$ cat config.mk
export PLATFORM = sky130hd
export DESIGN_NAME = mem_stage
export DESIGN_NICKNAME = d
export VERILOG_FILES = /design/src/rtl/mem_stage.sv
export SDC_FILE = /design/constraint.sdc
export NUM_CORES = 1
export LEC_CHECK = 0
export BUFFER_PORTS_ARGS = -buffer_cell sky130_fd_sc_hd__buf_4
export CORE_AREA = 2 2 168 170
export DETAILED_ROUTE_END_ITERATION = 7
export DIE_AREA = 0 0 170 172
export GPL_ROUTABILITY_DRIVEN = 0
export SETUP_SLACK_MARGIN = 0.15
export SYNTH_ARGS = -nofsm -noshare
export SYNTH_HDL_FRONTEND = slang
export SYNTH_SLANG_ARGS = --single-unit
export TNS_END_PERCENT = 50
$ cat constraint.sdc
create_clock -name clk -period 9.4 [get_ports clk]
set_clock_uncertainty 0.05 [all_clocks]
set_input_delay 2.35 -clock clk [delete_from_list [all_inputs] [get_ports clk]]
set_output_delay 2.35 -clock clk [all_outputs]
set_load 0.005 [all_outputs]
$ cat src/rtl/mem_stage.sv
// mem_stage: memory-access pipeline stage sitting directly after execute.
// Registers the EX->MEM bus under the shared stall vector, selects and
// extends load data from the data SRAM, and holds SRAM read data steady
// while the stage is stalled. Drives the MEM->WB and MEM->ID buses.
// Optional build macro: MEM_ADDR_ERR_EN adds the mem_addr_err output,
// which flags misaligned halfword/word loads and suppresses their rf_we.

module mem_stage #(
   parameter int EX_TO_MEM_WD = 148,
   parameter int MEM_TO_WB_WD = 136,
   parameter int MEM_TO_ID_WD = 104,
   parameter int STALL_WD     = 6
) (
   input  logic                    clk,
   input  logic                    rst,
   input  logic [STALL_WD-1:0]     stall,
   input  logic [EX_TO_MEM_WD-1:0] ex_to_mem_bus,
   input  logic [1:0]              ex_addr_lo,
   input  logic [31:0]             data_sram_rdata,
`ifdef MEM_ADDR_ERR_EN
   output logic                    mem_addr_err,
`endif
   output logic [MEM_TO_WB_WD-1:0] mem_to_wb_bus,
   output logic [MEM_TO_ID_WD-1:0] mem_to_id_bus
);

   // Load opcodes carried in the ls_op field
   localparam logic [5:0] OP_LB  = 6'b100000;
   localparam logic [5:0] OP_LH  = 6'b100001;
   localparam logic [5:0] OP_LW  = 6'b100011;
   localparam logic [5:0] OP_LBU = 6'b100100;
   localparam logic [5:0] OP_LHU = 6'b100101;

   // Stall vector positions for this stage and the one after it
   localparam int STALL_MEM = 3;
   localparam int STALL_WB  = 4;

   // Pipeline registers
   logic [EX_TO_MEM_WD-1:0] bus_r;
   logic [1:0]              addr_lo_r;

   // Read-data hold buffer
   logic [31:0] hold_data;
   logic        hold_vld;

   // Fields unpacked from the registered EX->MEM bus
   logic [31:0] pc;
   logic        sram_en;
   logic [3:0]  sram_wen;
   logic        sel_rf_res;
   logic        hi_we;
   logic        lo_we;
   logic        rf_we;
   logic [4:0]  rf_waddr;
   logic [5:0]  ls_op;
   logic [31:0] ex_result;
   logic [31:0] hi;
   logic [31:0] lo;

   // Derived control and data
   logic        mem_stop;
   logic        wb_stop;
   logic        take_bubble;
   logic        take_input;
   logic        is_load;
   logic [31:0] rdata_sel;
   logic [31:0] load_data;
   logic [31:0] rf_wdata;
   logic        rf_we_out;
   logic        unused_ok;

   assign {pc, sram_en, sram_wen, sel_rf_res, hi_we, lo_we, rf_we,
           rf_waddr, ls_op, ex_result, hi, lo} = bus_r;

   // The SRAM strobes are consumed upstream; only the load result matters
   // here, and the other stall bits belong to other stages.
   assign unused_ok = &{1'b0, sram_en, sram_wen,
                        stall[STALL_WD-1:STALL_WB+1], stall[STALL_MEM-1:0]};

   assign mem_stop    = stall[STALL_MEM];
   assign wb_stop     = stall[STALL_WB];
   assign take_bubble = mem_stop && !wb_stop;
   assign take_input  = !mem_stop;

   // Pipeline register: reset, then bubble, then load, otherwise hold
   always_ff @(posedge clk or posedge rst) begin
      if (rst) begin
         bus_r     <= '0;
         addr_lo_r <= 2'b00;
      end else if (take_bubble) begin
         bus_r     <= '0;
         addr_lo_r <= 2'b00;
      end else if (take_input) begin
         bus_r     <= ex_to_mem_bus;
         addr_lo_r <= ex_addr_lo;
      end
   end

   // Recognise the five load opcodes; everything else is a non-load
   always_comb begin
      is_load = 1'b0;
      case (ls_op)
         OP_LB, OP_LH, OP_LW, OP_LBU, OP_LHU: is_load = 1'b1;
         default:                             is_load = 1'b0;
      endcase
   end

   // Capture SRAM data on the first stalled cycle of a load so the same
   // value is seen for as long as the load stays in this stage; any change
   // of the stage register (new instruction or bubble) invalidates it.
   always_ff @(posedge clk or posedge rst) begin
      if (rst) begin
         hold_data <= '0;
         hold_vld  <= 1'b0;
      end else if (take_bubble || take_input) begin
         hold_vld  <= 1'b0;
      end else if (is_load && !hold_vld) begin
         hold_data <= data_sram_rdata;
         hold_vld  <= 1'b1;
      end
   end

   assign rdata_sel = hold_vld ? hold_data : data_sram_rdata;

   // Pick the byte or halfword lane and extend it to 32 bits
   always_comb begin
      logic [7:0]  byte_sel;
      logic [15:0] half_sel;
      load_data = 32'h0;
      case (addr_lo_r)
         2'd0:    byte_sel = rdata_sel[7:0];
         2'd1:    byte_sel = rdata_sel[15:8];
         2'd2:    byte_sel = rdata_sel[23:16];
         default: byte_sel = rdata_sel[31:24];
      endcase
      half_sel = addr_lo_r[1] ? rdata_sel[31:16] : rdata_sel[15:0];
      case (ls_op)
         OP_LB:   load_data = {{24{byte_sel[7]}}, byte_sel};
         OP_LBU:  load_data = {24'h0, byte_sel};
         OP_LH:   load_data = {{16{half_sel[15]}}, half_sel};
         OP_LHU:  load_data = {16'h0, half_sel};
         OP_LW:   load_data = rdata_sel;
         default: load_data = 32'h0;
      endcase
   end

   assign rf_wdata = (sel_rf_res && is_load) ? load_data : ex_result;

`ifdef MEM_ADDR_ERR_EN
   // Flag misaligned halfword/word loads and block their register write
   always_comb begin
      mem_addr_err = 1'b0;
      case (ls_op)
         OP_LH, OP_LHU: mem_addr_err = addr_lo_r[0];
         OP_LW:         mem_addr_err = (addr_lo_r != 2'b00);
         default:       mem_addr_err = 1'b0;
      endcase
   end

   assign rf_we_out = rf_we && !mem_addr_err;
`else
   assign rf_we_out = rf_we;
`endif

   assign mem_to_wb_bus = {pc, rf_we_out, rf_waddr, rf_wdata,
                           hi_we, lo_we, hi, lo};

   assign mem_to_id_bus = {rf_we_out, rf_waddr, rf_wdata,
                           hi_we, lo_we, hi, lo};

endmodule

Word-level counts from Yosys, hierarchy flattened. Index checks and enable logic that the tools add are counted. W data, S select, Z words.

Word-level logic and storage cells: 36. Register bits after elaboration: 183. Input bits: 190.

Mux-type cells: 12. Equality and inequality tests: 8. Reductions and logical operators: 11. Bitwise operators: 1.

Operators by type and width (count): $mux W148 (2); $pmux W32 S5 (1); $mux W32 (2); $eq A6 B6 Y1 const B (5); $pmux W8 S3 (1); $mux W16 (1); $reduce_or A5 Y1 (1); $mux W2 (2); $logic_and A1 B1 Y1 (3); $logic_not A1 Y1 (3); $mux W1 (3); $eq A2 B1 Y1 const B (1); $eq A2 B2 Y1 const B (1); $logic_not A2 Y1 (1); $ne A2 B1 Y1 const B (1); $reduce_and A2 Y1 (1); $reduce_bool A2 Y1 (1); $logic_or A1 B1 Y1 (1); $not A1 Y1 (1).

Depth between registers and ports, before layout.
Word-level depth: 6. Depth in mapped cells: 9. Depth with buffers taken out: 4.

Worst setup path after synthesis. Ideal clock, no wire load.

Path type: input port to output port. From: input port data_sram_rdata[31]. To: output port mem_to_wb_bus[87]. Path slack: 3296 ps. Arrival time: 3704 ps. Stages on the path: 7. Data required time: 7000 ps. Path buffers: 3. Path through: mux2i_1 > mux2i_1 > nor4bb_1 > buf_1 > clkbuf_1 > o32a_1 > buf_4.

Word-level cells in the longest chain between the ends: 4. Elaborated cells between the ends (all ways): 5.

Ends and longest elaborated chain: from (decl) (RTL line 19) `input logic [31:0] data_sram_rdata,`; $mux W32 * (RTL line 123) `assign rdata_sel = hold_vld ? hold_data : data_sram_rdata;`; $pmux W8 S3 or $mux W16 (tied branches) (RTL line 130, 136); $pmux W32 S5 * (RTL line 137) `case (ls_op)`; $mux W32 * (RTL line 147) `assign rf_wdata = (sel_rf_res && is_load) ? load_data : ex_result;`; to (decl) (RTL line 23) `output logic [MEM_TO_WB_WD-1:0] mem_to_wb_bus,`.

Every way passes the cells marked *; elsewhere a longest branch is shown, timed or not.

Worst setup path in the final report.
From: input port data_sram_rdata[31]. To: output port mem_to_id_bus[83].

Word-level cells in the longest chain between the ends: 4. Elaborated cells between the ends (all ways): 5.

Ends and longest elaborated chain: $mux W32 * (RTL line 123); $pmux W8 S3 or $mux W16 (tied branches) (RTL line 130, 136); $pmux W32 S5 * (RTL line 137); $mux W32 * (RTL line 147); to (decl) (RTL line 24) `output logic [MEM_TO_ID_WD-1:0] mem_to_id_bus`.

Marks and branches as above.

==> out/summary.md <==
* 1474 — number of nets in the layout
* 17 — CTS buffer count
* 411 — starting DRC count in detailed routing
* 420 ps — clk_lat worst skew
* output pin — nature of the critical path endpoint
* 11700 um^2 — placement-stage cell area
* 1 — antenna violations before repair
* 0 — Syn. warnings
* 420 — number of port buffers
* 27500 um^2 — total core area
* 6620 ps — Min Clock Period, post-route
* 2776 — number of inserted filler cells in the final layout
* 4220 ps — arrival time of the worst setup path
* 2.02 mW — Final Total Pwr
* 0.447 — core utilization of the finished layout
* hold_data[7] — endpoint of the most critical register-to-register path
* 17 — largest fanout of any net on the critical path
* 5 — number of cells on the worst reg-to-reg path
* 4460 um^2 — register area
* 0.302 — Max transition margin
* 0.449 — fraction of synthesized cell area taken by the top area cell type
* 0 — drt drc
* 20600 um — sum of net half-perimeters after detailed placement
* 0 — number of max-slew violations in the final report
* 0 — PostCTS Resize Cnt
* 0.351 — clock group share of total power
* 94.2 uV — maximum vdd ir drop
* completed — outcome
* 0.151 GHz — Fmax
* 430 — number of top-level pins
* 17.3 um — final routed wire length divided by cell count
* 0.195 — combinational power share
* 1611 — dpl cells
* 43000 um — global-route wire length before repair
* 0 — buffers inserted by post-CTS timing repair
* bus_r[100] — Reg2Reg Launch Point
* sky130_fd_sc_hd__dfrtp_1, sky130_fd_sc_hd__buf_4, sky130_fd_sc_hd__o21ai_0 — top area cells in the synthesized netlist
* 164 nW/um^2 — Pwr per Cell Area
* 8.89 um^2 — synthesized area per cell
* 28500 um — detailed-route wire length
* 6.19 nW — Leak Pwr
* 7836 — DR vias
* 0.288 — switching fraction of total power
* 0 — reported max-cap violation count
* 29200 um^2 — Die Outline Area
* 9920 um^2 — total standard cell area after synthesis
* 434 ps — hold slack
* 7000 ps — required time reported for the critical path endpoint
* 23.9% — layout overhead on the synthesized area
* sky130_fd_sc_hd__dfrtp_1 — post-synthesis cell type with the largest combined area
* 12300 um^2 — summed area of non-filler cells in the final layout
* 1116 — synthesized instance count
* 3040 um^2 — Multi-input gate area
* reg -> reg — Hold Crit Class
* 0 ps — setup TNS
* false — setup repair after global routing missed its margin
* 125 — largest net degree at the start of global routing
* 1306 — post-synth net total
* 0 — number of enable-type register cells in the synthesized netlist
* 178 — number of register bits inferred by synthesis
* mem_to_id_bus[83] — worst setup path end
* 172 um — chip height
* 0.386 — share of post-route cells with drive strength above 1
* 0 — total global routing overflow
* 61 — Row Count
* 6960 ps — reg2reg setup slack
* 170 um — die boundary width
* 2780 ps — least setup slack across all paths after layout
* 0 — DRT antenna net count
* 0.704 — Tcrit/Tclk final
* sky130_fd_sc_hd__buf_4, sky130_fd_sc_hd__dfrtp_1, sky130_fd_sc_hd__o21ai_0 — top cells by count, synth
* 581 uW — net switching power
* 4.77 — DR vias/cell
* sky130_fd_sc_hd__clkbuf_16 — Root Driver
* 7627 — via count of the first global-routing pass
* 1.00 — async set-or-reset flop fraction in the synthesized netlist
* 0.454 — share of power burned in registers
* primary input — Setup crit start kind
* in -> out — Crit Path Category
* data_sram_rdata[31] — startpoint of the worst setup timing path
* 1050 ps — slew of the pin with the lowest slew margin
* 178 — number of clock sinks seen by CTS
* sky130_fd_sc_hd__buf_4 — most frequent cell after synthesis
* sky130_fd_sc_hd__dfrtp_1 — flip-flop cell with the highest count after synthesis
* 32 — number of unique standard cell types used by synthesis
* 0.361 — effective utilization at floorplan
* yes — clock tree from TritonCTS
* 4 — maximum level of the CTS H-tree
* 1.43 mW — Pint
* 0 — endpoints failing hold
* 0.190 — Global Route Usage Sum
* 0 — count of hold buffers inserted by post-cts repair
* 0.449 — sequential share of the synthesized area
* 2800 ps — placement-stage worst setup slack
* 5 — first drt pass iteration count
* 2 — Max clock buf depth
* 0 — setup violators final
* 1644 — post-route insts no fill
* 70 ps — CTS clk-pin slew, worst paths
==> per-layer routing <==
| layer | part of all wire | track usage |
|---|---|---|
| met1 | 0.43 | 0.247 |
| met2 | 0.48 | 0.319 |
| met3 | 0.067 | 0.0403 |
| met4 | 0.021 | 0.0595 |
| met5 | 0 | 0 |
==> state kept, by name, indices dropped and copies added, names as in the netlist <==
register	count
hold_vld	1
bus_r	143
addr_lo_r	2
hold_data	32
==> cells by family after synthesis <==
| logic type | share of synthesized area |
|---|---|
| buffers and inverters | 0.245 |
| AOI/OAI and AO/OA | 0.146 |
| and+or+nand+nor | 0.0893 |
| DFF | 0.449 |
| muxes | 0.0708 |
==> layout by cell type, fill, tap and decap left out, types with 2 or more instances in the layout <==
| cell type | instances |
|---|---|
| sky130_fd_sc_hd__mux2_2 | 31 |
| sky130_fd_sc_hd__mux2i_1 | 33 |
| sky130_fd_sc_hd__a31oi_1 | 15 |
| sky130_fd_sc_hd__inv_8 | 2 |
| sky130_fd_sc_hd__clkinv_2 | 2 |
| sky130_fd_sc_hd__nand2b_1 | 4 |
| sky130_fd_sc_hd__buf_4 | 427 |
| sky130_fd_sc_hd__inv_6 | 8 |
| sky130_fd_sc_hd__nor2_1 | 22 |
| sky130_fd_sc_hd__a211oi_1 | 8 |
| sky130_fd_sc_hd__or2_2 | 3 |
| sky130_fd_sc_hd__o21ai_1 | 14 |
| sky130_fd_sc_hd__inv_1 | 148 |
| sky130_fd_sc_hd__o21a_1 | 2 |
| sky130_fd_sc_hd__mux2_1 | 2 |
| sky130_fd_sc_hd__a21oi_1 | 16 |
| sky130_fd_sc_hd__nand2_1 | 61 |
| sky130_fd_sc_hd__o21ai_0 | 164 |
| sky130_fd_sc_hd__dfrtp_1 | 177 |
| sky130_fd_sc_hd__clkinv_8 | 2 |
| sky130_fd_sc_hd__o32a_1 | 17 |
| sky130_fd_sc_hd__clkbuf_16 | 17 |
| sky130_fd_sc_hd__o22ai_1 | 16 |
| sky130_fd_sc_hd__nand3_1 | 92 |
==> area by class of cell <==
| class | instances | share of cell area |
|---|---|---|
| flip-flops and latches | 178 | 0.363 |
| clock buffers | 18 | 0.0357 |
| diodes | 1 | 0.000204 |
| well taps | 346 | 0.0352 |
| inverters | 149 | 0.0459 |
| repair buffers | 428 | 0.262 |
| clock inverters | 14 | 0.0110 |
| multi-input cells | 510 | 0.247 |
==> worst max-delay path: stages <==
cell                        delay [ps]
sky130_fd_sc_hd__buf_4              80
sky130_fd_sc_hd__mux2i_1           170
sky130_fd_sc_hd__a2111oi_2         440
sky130_fd_sc_hd__o21a_1            610
sky130_fd_sc_hd__o32a_1            400
sky130_fd_sc_hd__buf_4             160
==> power groups by stage <==
stage               Clock (mW)  Sequential, mW  Combinational, mW
detailed placement           0           0.931              0.397
floorplan                    0           0.908              0.269
global placement             0           0.927              0.391
CTS                      0.733           0.916              0.398
global route             0.761           0.928              0.433
finish                   0.708           0.915              0.393
==> how the worst min path moves through the flow <==
stage	to	depth (start not counted)	startpoint	slack, ps
floorplan	bus_r[116]	2	bus_r[116]	400
global placement	bus_r[134]	2	bus_r[134]	410
detailed placement	bus_r[134]	2	bus_r[134]	420
CTS	bus_r[134]	2	bus_r[134]	440
global route	bus_r[133]	2	bus_r[133]	460
finish	bus_r[140]	2	bus_r[140]	430
(Power assumes the default switching activity.)
